`src/rtl/pixel_window_source.sv`:
```
`default_nettype none
// ============================================================================
// Module   : pixel_window_source
// Brief    : Turns a serial line of RGB pixels into one centred horizontal
//            WINDOW-pixel window per pixel, with border fill at line ends.
//            Define WINDOW_ZERO_BORDER_EN for zero fill instead of replication.
// Revision : 1.0 - initial release
// ============================================================================
module pixel_window_source #(
    parameter int PIXEL_WIDTH = 24,
    parameter int WINDOW      = 5,
    parameter int LINE_WIDTH  = 640
) (
    input  logic                          clock,
    input  logic                          reset_n,
    input  logic [PIXEL_WIDTH-1:0]        in_pixel,
    input  logic                          in_valid,
    input  logic                          in_sol,
    output logic                          in_ready,
    output logic [WINDOW*PIXEL_WIDTH-1:0] out_window,
    output logic                          out_valid,
    input  logic                          out_ready,
    output logic                          out_sol,
    output logic                          out_eol,
    output logic                          sol_error
);

    localparam int c_col_w  = $clog2(LINE_WIDTH);
    localparam int c_fcnt_w = $clog2(WINDOW / 2 + 1);

    localparam logic [c_col_w-1:0]  c_last   = c_col_w'(LINE_WIDTH - 1);
    localparam logic [c_col_w-1:0]  c_half   = c_col_w'(WINDOW / 2);
    localparam logic [c_fcnt_w-1:0] c_half_f = c_fcnt_w'(WINDOW / 2);

    typedef enum logic [1:0] {
        S_IDLE  = 2'd0,
        S_FILL  = 2'd1,
        S_RUN   = 2'd2,
        S_FLUSH = 2'd3
    } state_t;

    state_t                  r_state;
    state_t                  w_state_nxt;

    // r_hist[WINDOW-1] is the newest pixel; the window is the history itself
    logic [PIXEL_WIDTH-1:0]  r_hist [WINDOW];
    logic [c_col_w-1:0]      r_col;
    logic [c_fcnt_w-1:0]     r_fcnt;
    logic                    r_out_valid;
    logic                    r_out_sol;
    logic                    r_out_eol;
    logic                    r_sol_error;

    logic                    w_rdy_state;
    logic                    w_in_ready;
    logic                    w_accept;
    logic                    w_take;
    logic [c_col_w-1:0]      w_col_inc;
    logic [c_fcnt_w-1:0]     w_fcnt_inc;
    logic [PIXEL_WIDTH-1:0]  w_head_fill;
    logic [PIXEL_WIDTH-1:0]  w_tail_fill;

`ifdef WINDOW_ZERO_BORDER_EN
    assign w_head_fill = '0;
    assign w_tail_fill = '0;
`else
    assign w_head_fill = in_pixel;
    assign w_tail_fill = r_hist[WINDOW-1];
`endif

    assign w_col_inc  = r_col + 1'b1;
    assign w_fcnt_inc = r_fcnt + 1'b1;

    always_ff @(posedge clock) begin
        if (!reset_n) begin
            r_state <= S_IDLE;
        end else begin
            r_state <= w_state_nxt;
        end
    end

    always_comb begin
        w_state_nxt = r_state;
        w_rdy_state = 1'b0;
        case (r_state)
            S_IDLE:  w_rdy_state = 1'b1;
            S_FILL:  w_rdy_state = 1'b1;
            S_RUN:   w_rdy_state = !r_out_valid || out_ready;
            default: w_rdy_state = 1'b0;
        endcase

        w_in_ready = reset_n && w_rdy_state;
        w_accept   = in_valid && w_in_ready;
        w_take     = r_out_valid && out_ready;

        // A start-of-line pixel always begins a fresh line, wherever it lands
        if (w_accept && in_sol) begin
            w_state_nxt = S_FILL;
        end else begin
            case (r_state)
                S_FILL: begin
                    if (w_accept && (w_col_inc == c_half)) begin
                        w_state_nxt = (c_half == c_last) ? S_FLUSH : S_RUN;
                    end
                end
                S_RUN: begin
                    if (w_accept && (w_col_inc == c_last)) begin
                        w_state_nxt = S_FLUSH;
                    end
                end
                S_FLUSH: begin
                    if (w_take && (r_fcnt == c_half_f)) begin
                        w_state_nxt = S_IDLE;
                    end
                end
                default: w_state_nxt = r_state;
            endcase
        end
    end

    always_ff @(posedge clock) begin
        if (!reset_n) begin
            for (int k = 0; k < WINDOW; k++) begin
                r_hist[k] <= '0;
            end
            r_col       <= '0;
            r_fcnt      <= '0;
            r_out_valid <= 1'b0;
            r_out_sol   <= 1'b0;
            r_out_eol   <= 1'b0;
            r_sol_error <= 1'b0;
        end else begin
            r_sol_error <= 1'b0;
            if (w_accept && in_sol) begin
                // Pre-load the columns left of column 0 with the border value
                for (int k = 0; k < WINDOW - 1; k++) begin
                    r_hist[k] <= w_head_fill;
                end
                r_hist[WINDOW-1] <= in_pixel;
                r_col            <= '0;
                r_fcnt           <= '0;
                r_out_valid      <= 1'b0;
                r_out_sol        <= 1'b0;
                r_out_eol        <= 1'b0;
                r_sol_error      <= (r_state != S_IDLE);
            end else if (w_accept && (r_state != S_IDLE)) begin
                for (int k = 0; k < WINDOW - 1; k++) begin
                    r_hist[k] <= r_hist[k+1];
                end
                r_hist[WINDOW-1] <= in_pixel;
                r_col            <= w_col_inc;
                r_out_valid      <= (r_state == S_RUN) || (w_col_inc == c_half);
                r_out_sol        <= (r_state == S_FILL) && (w_col_inc == c_half);
                r_out_eol        <= 1'b0;
            end else if (w_take) begin
                if ((r_state == S_FLUSH) && (r_fcnt != c_half_f)) begin
                    // Past the last column: shift border pixels in from the right
                    for (int k = 0; k < WINDOW - 1; k++) begin
                        r_hist[k] <= r_hist[k+1];
                    end
                    r_hist[WINDOW-1] <= w_tail_fill;
                    r_fcnt           <= w_fcnt_inc;
                    r_out_sol        <= 1'b0;
                    r_out_eol        <= (w_fcnt_inc == c_half_f);
                end else begin
                    r_out_valid <= 1'b0;
                    r_out_sol   <= 1'b0;
                    r_out_eol   <= 1'b0;
                end
            end
        end
    end

    for (genvar g = 0; g < WINDOW; g++) begin : g_pack
        assign out_window[g*PIXEL_WIDTH +: PIXEL_WIDTH] = r_hist[g];
    end

    assign in_ready  = w_in_ready;
    assign out_valid = r_out_valid;
    assign out_sol   = r_out_sol;
    assign out_eol   = r_out_eol;
    assign sol_error = r_sol_error;

endmodule

`default_nettype wire

```
`config.mk`:
```
export PLATFORM = sky130hd
export DESIGN_NAME = pixel_window_source
export DESIGN_NICKNAME = d
export VERILOG_FILES = /design/src/rtl/pixel_window_source.sv
export SDC_FILE = /design/constraint.sdc
export NUM_CORES = 1
export LEC_CHECK = 0
export BUFFER_PORTS_ARGS = -buffer_cell sky130_fd_sc_hd__buf_2
export CAP_MARGIN = 0
export CORE_ASPECT_RATIO = 0.7
export CORE_MARGIN = 2
export CORE_UTILIZATION = 43
export CTS_BUF_LIST = sky130_fd_sc_hd__clkbuf_8
export DETAILED_ROUTE_END_ITERATION = 7
export GPL_ROUTABILITY_DRIVEN = 0
export PLACE_DENSITY = 0.7
export SLEW_MARGIN = 0
export SYNTH_ARGS = -nofsm -noshare
export SYNTH_HDL_FRONTEND = slang
export SYNTH_SLANG_ARGS = --single-unit
```
`constraint.sdc`:
```
create_clock -name clock -period 12.5 [get_ports clock]
set_input_delay 2.5 -clock clock [delete_from_list [all_inputs] [get_ports clock]]
set_output_delay 2.5 -clock clock [all_outputs]
set_load 0.02 [all_outputs]
```
# Word level (Yosys, flattened, before mapping)
# Memory sizes are Yosys's and may differ from the RTL's.
# Index checks and enable logic that the tools add are counted.
# totals
ff_bits	18
ram_bits	120
in_bits	29
output_inout_bits	125
memories	1
# classes
add_sub_neg	2
n_eq_ne	15
n_mux	41
n_bitwise	17
n_reduce_logical	26
# mem_list
memory	depth	width	read_ports	rd_ports_with_merged_regs	write_ports	line	rtl
r_hist	5	24	5	0	5	46	logic [PIXEL_WIDTH-1:0] r_hist [WINDOW];
# op_table
cell	n
2-to-1 mux 24 bit	15
2-to-1 mux 1 bit	21
OR 1 bit	15
adder 10 x 1 -> 10 bit (second input constant)	1
equality test 10 bit (second input constant)	1
equality test 10 x 2 -> 1 bit (second input constant)	1
logical AND 1 bit	10
inequality test 2 bit (second input constant)	5
inequality test 3 bit (second input constant)	3
equality test 2 bit (second input constant)	4
AND reduction 4 bit	2
2-to-1 mux 2 bit	3
case mux 2 bit (3 select lines)	1
AND reduction 2 bit	2
nonzero test 2 bit	2
nonzero test 4 bit	1
OR reduction 2 bit	2
AND reduction 3 bit	1
nonzero test 3 bit	1
OR reduction 3 bit	1
adder 2 x 1 -> 2 bit (second input constant)	1
equality test 2 x 1 -> 1 bit (second input constant)	1
logical NOT 2 bit	1
logical OR 1 bit	2
3 further kinds	4

# Depth between registers and ports, before layout
# Gate-level depths: netlist of the first run.
# depth
word_depth	12
mapped_depth	9
depth_no_buf	7

# Worst setup path after synthesis of the first run
# OpenSTA, ideal clock, no wires.
# synth_timing
kind	input port to flip-flop
startpoint	input port out_ready
endpoint	memory r_hist[0][0] (enable)
setup_time_ns	0.901
t_arrival_ns	5.182
path_slack_ns	6.417
cell_stages	6
path_cell_list	nand2b_1 a211oi_2 nor3_1 nor2_1 clkbuf_1 nand2_1
# synth_lines
element	line	rtl
start, declared	22	input logic out_ready,
end, declared	46	

# Final worst setup path of the first run
# layout_timing
startpoint	input port out_ready
endpoint	output port in_ready
# layout_via
elab_chain_len	3
# layout_rtl
element	line	rtl
logical OR 1 bit	88	S_RUN: w_rdy_state = !r_out_valid || out_ready;
case mux 1 bit (2 select lines)	85	case (r_state)
logical AND 1 bit	92	w_in_ready = reset_n && w_rdy_state;
end, declared	19	output logic in_ready,
# Every way passes these cells.

==> out/qor.yml, run 1 <==
cts_setup_buffers: 0
p_per_area_nw_per_um2: 183
nets: 609
tns_ns: 0
synth_top_family_by_area: "compound AO/OA/AOI/OAI gates"
end_kind: "primary output"
fin_skew_ns: 0.0189
start_util_pct: 44.6
preCtsSetupSlack_ns: 6.59
grt_setup_unrepaired: "no"
wl_met1_microns: 6370
fin_util_pct: 54.2
slew_violations: 0
synth_simple_gate_area_share_pct: 8.10
ys_seq_elements: 138
vias: 4300
layout_commonest_cell: "buf_2"
fmax_ghz: 0.169
dp_hpwl_microns: 9010
synth_fa_ha_area_share_pct: 2.11
wl_met2_microns: 6270
netlist_area_sq_um: 5930
synth-compound-area-share_pct: 19.4
seq_area_frac_synth_pct: 66.8
grt_pass1_wl_microns: 21700
wl_microns: 13800
leakagePower_nw: 2.96
yosys_warnings: 0
clk_latency_ns: 0.44
drc: 0
grt_pass1_vias: 4089
track_usage_pct: 19.2
cts.sinks: 138
period_share_pct: 47.3
root_buffer: "clkbuf_8"
clockBufferDepth: 2
crit_path_start_kind: "input port"
wl_per_cell_microns: 18.0
die_x_microns: 144
area_growth_pct: 21.6
cts_resized: 0
drv_cap: 0
rows: 35
status: "finished clean"
post-route-min-period_ns: 5.92
synth_edf_count: 120
worst_slack_ns: 6.58
core_area_sq_um: 13300
cp.arrival_ns: 3.42
num_io_pins: 154
numCtsBuffers: 17
cp_slowest_cell: "a211oi_2"
grt_max_degree: 97
synthArstFlopShare_pct: 0
antenna_cells: 0
final_cell_mix: "buf_2 (153), edfxtp_1 (120), a22o_1 (96)"
postRouteAntennaNets: 0
slew-limit-headroom_pct: 19.7
wl_met3_microns: 986
path_cells: "buf_2, nand2b_1, a211oi_2, nor2_1, buf_2"
synthMuxAreaShare_pct: 0.190
first_iter_violations: 320
cts_tree: "yes"
hold_class: "reg2reg"
critical_path_class: "in2out"
setup_viol: 0
crit_required_ns: 10.00
vias_per_cell: 5.60
h-tree-depth: 4
report.final.hold_viol_count: 0
max_slew.worst_pin.slew_ns: 1.20
drt-pass1-iter-count: 5
fin_hold_ws_ns: 0.517
antenna_found_initial: 0
routed.top_layer: "met4"
synth_nets: 465
chipHeight_microns: 102
cp_common_cell: "buf_2"
synth_flop_cell: "edfxtp_1"
avgSynthCellArea_sq_um: 13.9
portBuffers: 153
clkTransAtPathRegs_ns: 0.09
netlist_instances: 426
die-area_sq_um: 14800
worstPathMaxFanout: 6
grt_overflow_total: 0
cts_hold_buf: 0
ir_drop_mv: 0.0999
drive_gt1_share_pct: 33.6
slowest_delay_ns: 0.41
ys_types: 44
synth_xor_area_share_pct: 0.443
-- cell type report --
class	instances	area, sq um
clock buffers	17	234
clock inverters	15	130
fillers	1153	6100
inverters	10	37.5
multi-input cells	247	1830
flip-flops and latches	138	3960
well taps	185	231
repair buffers	156	788
-- cells in the mapped netlist, drive strengths merged, types with 2 or more instances --
cell type | count | area, sq um
nand4 | 2 | 12.5
dfxtp | 18 | 360
o31ai | 6 | 50.1
nand2b | 4 | 25.0
a31oi | 2 | 12.5
clkbuf | 17 | 63.8
a211oi | 3 | 27.5
and3 | 2 | 12.5
nand3b | 2 | 15.0
o32ai | 2 | 17.5
a21oi | 7 | 35.0
o21ai | 15 | 75.1
nor2 | 19 | 71.3
nand3 | 9 | 45.0
and2 | 25 | 156
a22o | 96 | 841
or3 | 3 | 18.8
inv | 10 | 37.5
o2111ai | 2 | 17.5
xnor2 | 3 | 26.3
edfxtp | 120 | 3600
nand2 | 13 | 48.8
or4 | 2 | 15.0
ha | 10 | 125
o22ai | 2 | 12.5
a211o | 2 | 17.5
buf | 14 | 71.3
nor3 | 4 | 20.0
nor2b | 3 | 18.8
-- where the power goes --
group	leakage (nW)	switching, mW	internal [mW]	total, mW
Clock	0.176	0.194	0.144	0.338
Sequential	1.41	0.0397	0.605	0.645
Combinational	1.38	0.236	0.104	0.340
-- critical path, delay by kind of cell --
kind / cells / cell delay, ns
compound gates: 1 / 0.41
buf+inv: 2 / 0.30
simple gates: 2 / 0.22
-- metrics by stage --
stage | instance area, sq um | instances | total power, mW
floorplan | 5930 | 426 | 0.875
global placement | 6850 | 736 | 0.989
detailed placement | 6850 | 736 | 0.997
CTS | 7210 | 768 | 1.34
global route | 7210 | 768 | 1.39
finish | 7210 | 768 | 1.32
-- worst paths after layout --
check | start | endpoint | slack (ns) | cells past startpoint
worst max-delay path | out_ready | in_ready | 6.58 | 5
worst min register to register | out_eol | out_eol | 0.52 | 2
worst min-delay path | out_eol | out_eol | 0.52 | 2
worst max register to register | r_state[0] | r_hist[0][43] | 8.96 | 7
-- state kept, by name, summed over array words and instances (netlist names) --
name / flops
out_sol: 1
r_state: 2
sol_error: 1
out_valid: 1
out_eol: 1
r_hist: 120
r_fcnt: 2
r_col: 10
-- routing by layer --
layer | up-vias | GRT usage [%]
li1 | 1972 | -
met5 | - | 0
met3 | 15 | 6.09
met4 | 0 | 7.77
met1 | 2127 | 26.7
met2 | 186 | 28.2
-- logic make-up after synthesis --
| family | count (synthesis) |
|---|---|
| fa+ha+maj | 10 |
| buf+inv | 41 |
| simple gates | 91 |
| compound gates | 142 |
| xor+xnor | 3 |
| flops | 138 |
| mux | 1 |
(Power assumes the default switching activity.)
==> run 2, diff against run 1 <==
--- a/config.mk
+++ b/config.mk
@@ -5,6 +5,7 @@
 export SDC_FILE = /design/constraint.sdc
 export NUM_CORES = 1
 export LEC_CHECK = 0
+export ABC_AREA = 1
 export BUFFER_PORTS_ARGS = -buffer_cell sky130_fd_sc_hd__buf_2
 export CAP_MARGIN = 0
 export CORE_ASPECT_RATIO = 0.7
@@ -13,7 +14,7 @@
 export CTS_BUF_LIST = sky130_fd_sc_hd__clkbuf_8
 export DETAILED_ROUTE_END_ITERATION = 7
 export GPL_ROUTABILITY_DRIVEN = 0
-export PLACE_DENSITY = 0.7
+export PLACE_DENSITY = 0.73
 export SLEW_MARGIN = 0
 export SYNTH_ARGS = -nofsm -noshare
 export SYNTH_HDL_FRONTEND = slang
==> constraint.sdc (replaced) <==
create_clock -name clock -period 5.1 [get_ports clock]
set_input_delay 1.02 -clock clock [delete_from_list [all_inputs] [get_ports clock]]
set_output_delay 1.02 -clock clock [all_outputs]
set_load 0.02 [all_outputs]
==> run 2 against run 1 <==
Setup slack got worse by 4.4 ns. Clock-buffer cell count is the same. Flip-flop and latch count did not move. First-iteration DRC count rose by 14%.
==> out/qor.yml, run 2 <==
status: "finished clean"
start_util_pct: 43.7  # -0.89 points
netlist_area_sq_um: 6020  # +1.5%
area_growth_pct: 22.6
cp.arrival_ns: 3.32  # -0.10 ns
vias_per_cell: 5.00  # -11%
first_iter_violations: 365  # +14%
synth_flop_cell: "edfxtp_1"
drc: 0  # unchanged
cts_resized: 0  # unchanged
synthArstFlopShare_pct: 0  # unchanged
p_per_area_nw_per_um2: 473  # +160%
nets: 781  # +28%
cp_slowest_cell: "nor2_4"
crit_path_start_kind: "flop"
ir_drop_mv: 0.190  # +90%
largest_register_ffs: 120  # unchanged
num_io_pins: 154  # unchanged
core_area_sq_um: 13800  # +3.5%
drive_gt1_share_pct: 27.3  # -6.3 points
worst_r2r_startpoint: "r_state[0]"
max_slew.worst_pin.slew_ns: 1.19  # -0.00577 ns
synth_area_leader_cell: "edfxtp_1"
path_cells: "inv_1, ha_1, nor2_1, nand2_1, nand3_2, inv_2, nand2_2, inv_2, nor2_4, buf_12, inv_2, o22ai_1"
leakagePower_nw: 3.61  # +22%
critical_path_class: "reg2reg"
crit_start: "r_state[0]"
reg_top3: "r_hist (120), r_col (10)"
die_x_microns: 145  # +0.71%
setup_viol: 0  # unchanged
root_buffer: "clkbuf_8"
grtUsageMet3_pct: 4.82  # -1.3 points
finalNonFillerCells: 945  # +23%
hold_path.startpoint: "out_eol"
dp_hpwl_microns: 9370  # +3.9%
drv_cap: 0  # unchanged
fin_hold_ws_ns: 0.468  # -0.0490 ns
top_register: "r_hist"
slew-limit-headroom_pct: 20.3  # +0.60 points
report.final.hold_viol_count: 0  # unchanged
met2_usage_pct: 27.3  # -0.84 points
wl_microns: 14000  # +1.8%
clkTransAtPathRegs_ns: 0.08  # about the same
wl_per_cell_microns: 14.9  # -17%
cts_hold_buf: 0  # unchanged
grt_pass1_vias: 4301  # +5.2%
portBuffers: 153  # unchanged
antenna_found_initial: 0  # unchanged
cts_tree: "yes"
fin_util_pct: 53.5  # -0.64 points
fmax_ghz: 0.338
crit_required_ns: 5.46  # -4.54 ns
grt_max_degree: 89  # -8.2%
track_usage_pct: 19.0  # -0.18 points
yosysMostFrequentCell: "nand2_1"
register_area_sq_um: 3960  # unchanged
cts.sinks: 138  # unchanged
h-tree-depth: 4  # unchanged
grt_pass1_wl_microns: 22200  # +2.0%
yosys-top-cells-count: "nand2_1 (169), edfxtp_1 (120), o21ai_0 (102), inv_1 (48), nor2_1 (47)"
final_cell_mix: "nand2_1 (168), buf_2 (153), edfxtp_1 (120)"
cts_setup_buffers: 0  # unchanged
grt_setup_unrepaired: "no"
period_share_pct: 58.1
clk_latency_ns: 0.45  # about the same
grt.busiest_layer: "met2"
numCtsBuffers: 17  # unchanged
postRouteAntennaNets: 0  # unchanged
netlist_instances: 591  # +39%
end_kind: "flop"
worstPathMaxFanout: 56  # +50
drt-pass1-iter-count: 5  # unchanged
avgSynthCellArea_sq_um: 10.2  # -27%
dp.cells: 913  # +24%
slowest_delay_ns: 0.75  # +0.34 ns
fin_skew_ns: 0.0143  # -0.00462 ns
ys_types: 26  # -41%
multiInputGateArea_sq_um: 1740  # -5.0%
die-area_sq_um: 15000  # +1.4%
fillCellCount: 1278  # +11%
post-route-min-period_ns: 2.96
cp_common_cell: "inv_2"
seq_area_frac_synth_pct: 65.8  # -0.96 points
antenna_cells: 0  # unchanged
rows: 36  # +2.9%
synth_top_area_share_pct: 59.9  # -0.87 points
clockBufferDepth: 2  # unchanged
tns_ns: 0  # unchanged
synth_edf_count: 120  # unchanged
synth_nets: 630  # +35%
grtUsageMet1_pct: 27.1  # +0.40 points
ys_seq_elements: 138  # unchanged
grt_overflow_total: 0  # unchanged
layout_commonest_cell: "nand2_1"
chipHeight_microns: 103  # +0.69%
slew_violations: 0  # unchanged
yosys_warnings: 0  # unchanged
synth_top_cells_by_area: "edfxtp_1 (60%), nand2_1 (11%), o21ai_0 (8.5%)"
hold_class: "reg2reg"
vias: 4723  # +9.8%
## run 2: cell count changes in the layout (fill, tap and decap cells not counted), sizes merged, moves of 6 or more
| cell | before | now |
|---|---|---|
| inv | 18 | 62 |
| a22o | 96 | 0 |
| and2 | 25 | 0 |
| nand2 | 13 | 171 |
| nor2 | 19 | 54 |
| o21ai | 15 | 104 |
| nand3 | 9 | 15 |
| o31ai | 6 | 0 |
## run 2: stage by stage
stage               cell area, sq um  power [mW]  setup WS [ns]
CTS                             7380        3.51           2.12
global route                    7380        3.65           1.85
finish                          7380        3.49           2.14
floorplan                       6020        2.20          0.846
global placement                6950        2.51           1.77
detailed placement              6950        2.53           1.70
## run 2: routing by layer
| metal | up-vias | share of wire (%) |
|---|---|---|
| li1 | 2299 | - |
| met1 | 2207 | 47 |
| met2 | 194 | 43 |
| met3 | 23 | 8.0 |
| met4 | 0 | 2.1 |
| met5 | - | 0 |
## run 2: layout make-up
type,instances,share of cell area (%)
Sequential cell,138,53.7
Multi-Input combinational cell,373,23.5
Timing Repair Buffer,156,10.9
Tap cell,190,3.22
Clock buffer,17,3.17
Inverter,56,2.85
Clock inverter,15,2.66
## run 2: cell families after synthesis
kind of cell | count (synthesis) | synth area share, %
adder cells (fa/ha/maj) | 10 | 2.08
AO/OA/AOI/OAI | 118 | 10.0
AND/OR/NAND/NOR | 245 | 16.5
flip-flops | 138 | 65.8
buffers and inverters | 80 | 5.53
## run 2: report_power, final
part | total [mW] | leakage, nW | switching, mW | internal [mW]
logic | 0.862 | 1.98 | 0.623 | 0.239
registers | 1.64 | 1.41 | 0.117 | 1.52
clock network | 0.986 | 0.220 | 0.452 | 0.534
total | 3.49 | 3.61 | 1.19 | 2.29
## run 2: worst paths after layout
kind                    to  slack (ns)  cells after the start
setup / recovery  r_col[4]        2.14                     12
hold / removal     out_eol        0.47                      2
setup reg to reg  r_col[4]        2.14                     12
hold reg to reg    out_eol        0.47                      2
## run 2: critical path, delay by kind of cell, from the launching register on
| kind | cells | cell delay (ns) |
|---|---|---|
| and+or+nand+nor | 5 | 1.16 |
| buffers and inverters | 5 | 0.82 |
| DFF | 1 | 0.42 |
| adders and majority gates | 1 | 0.26 |
| AOI/OAI and AO/OA | 1 | 0.18 |
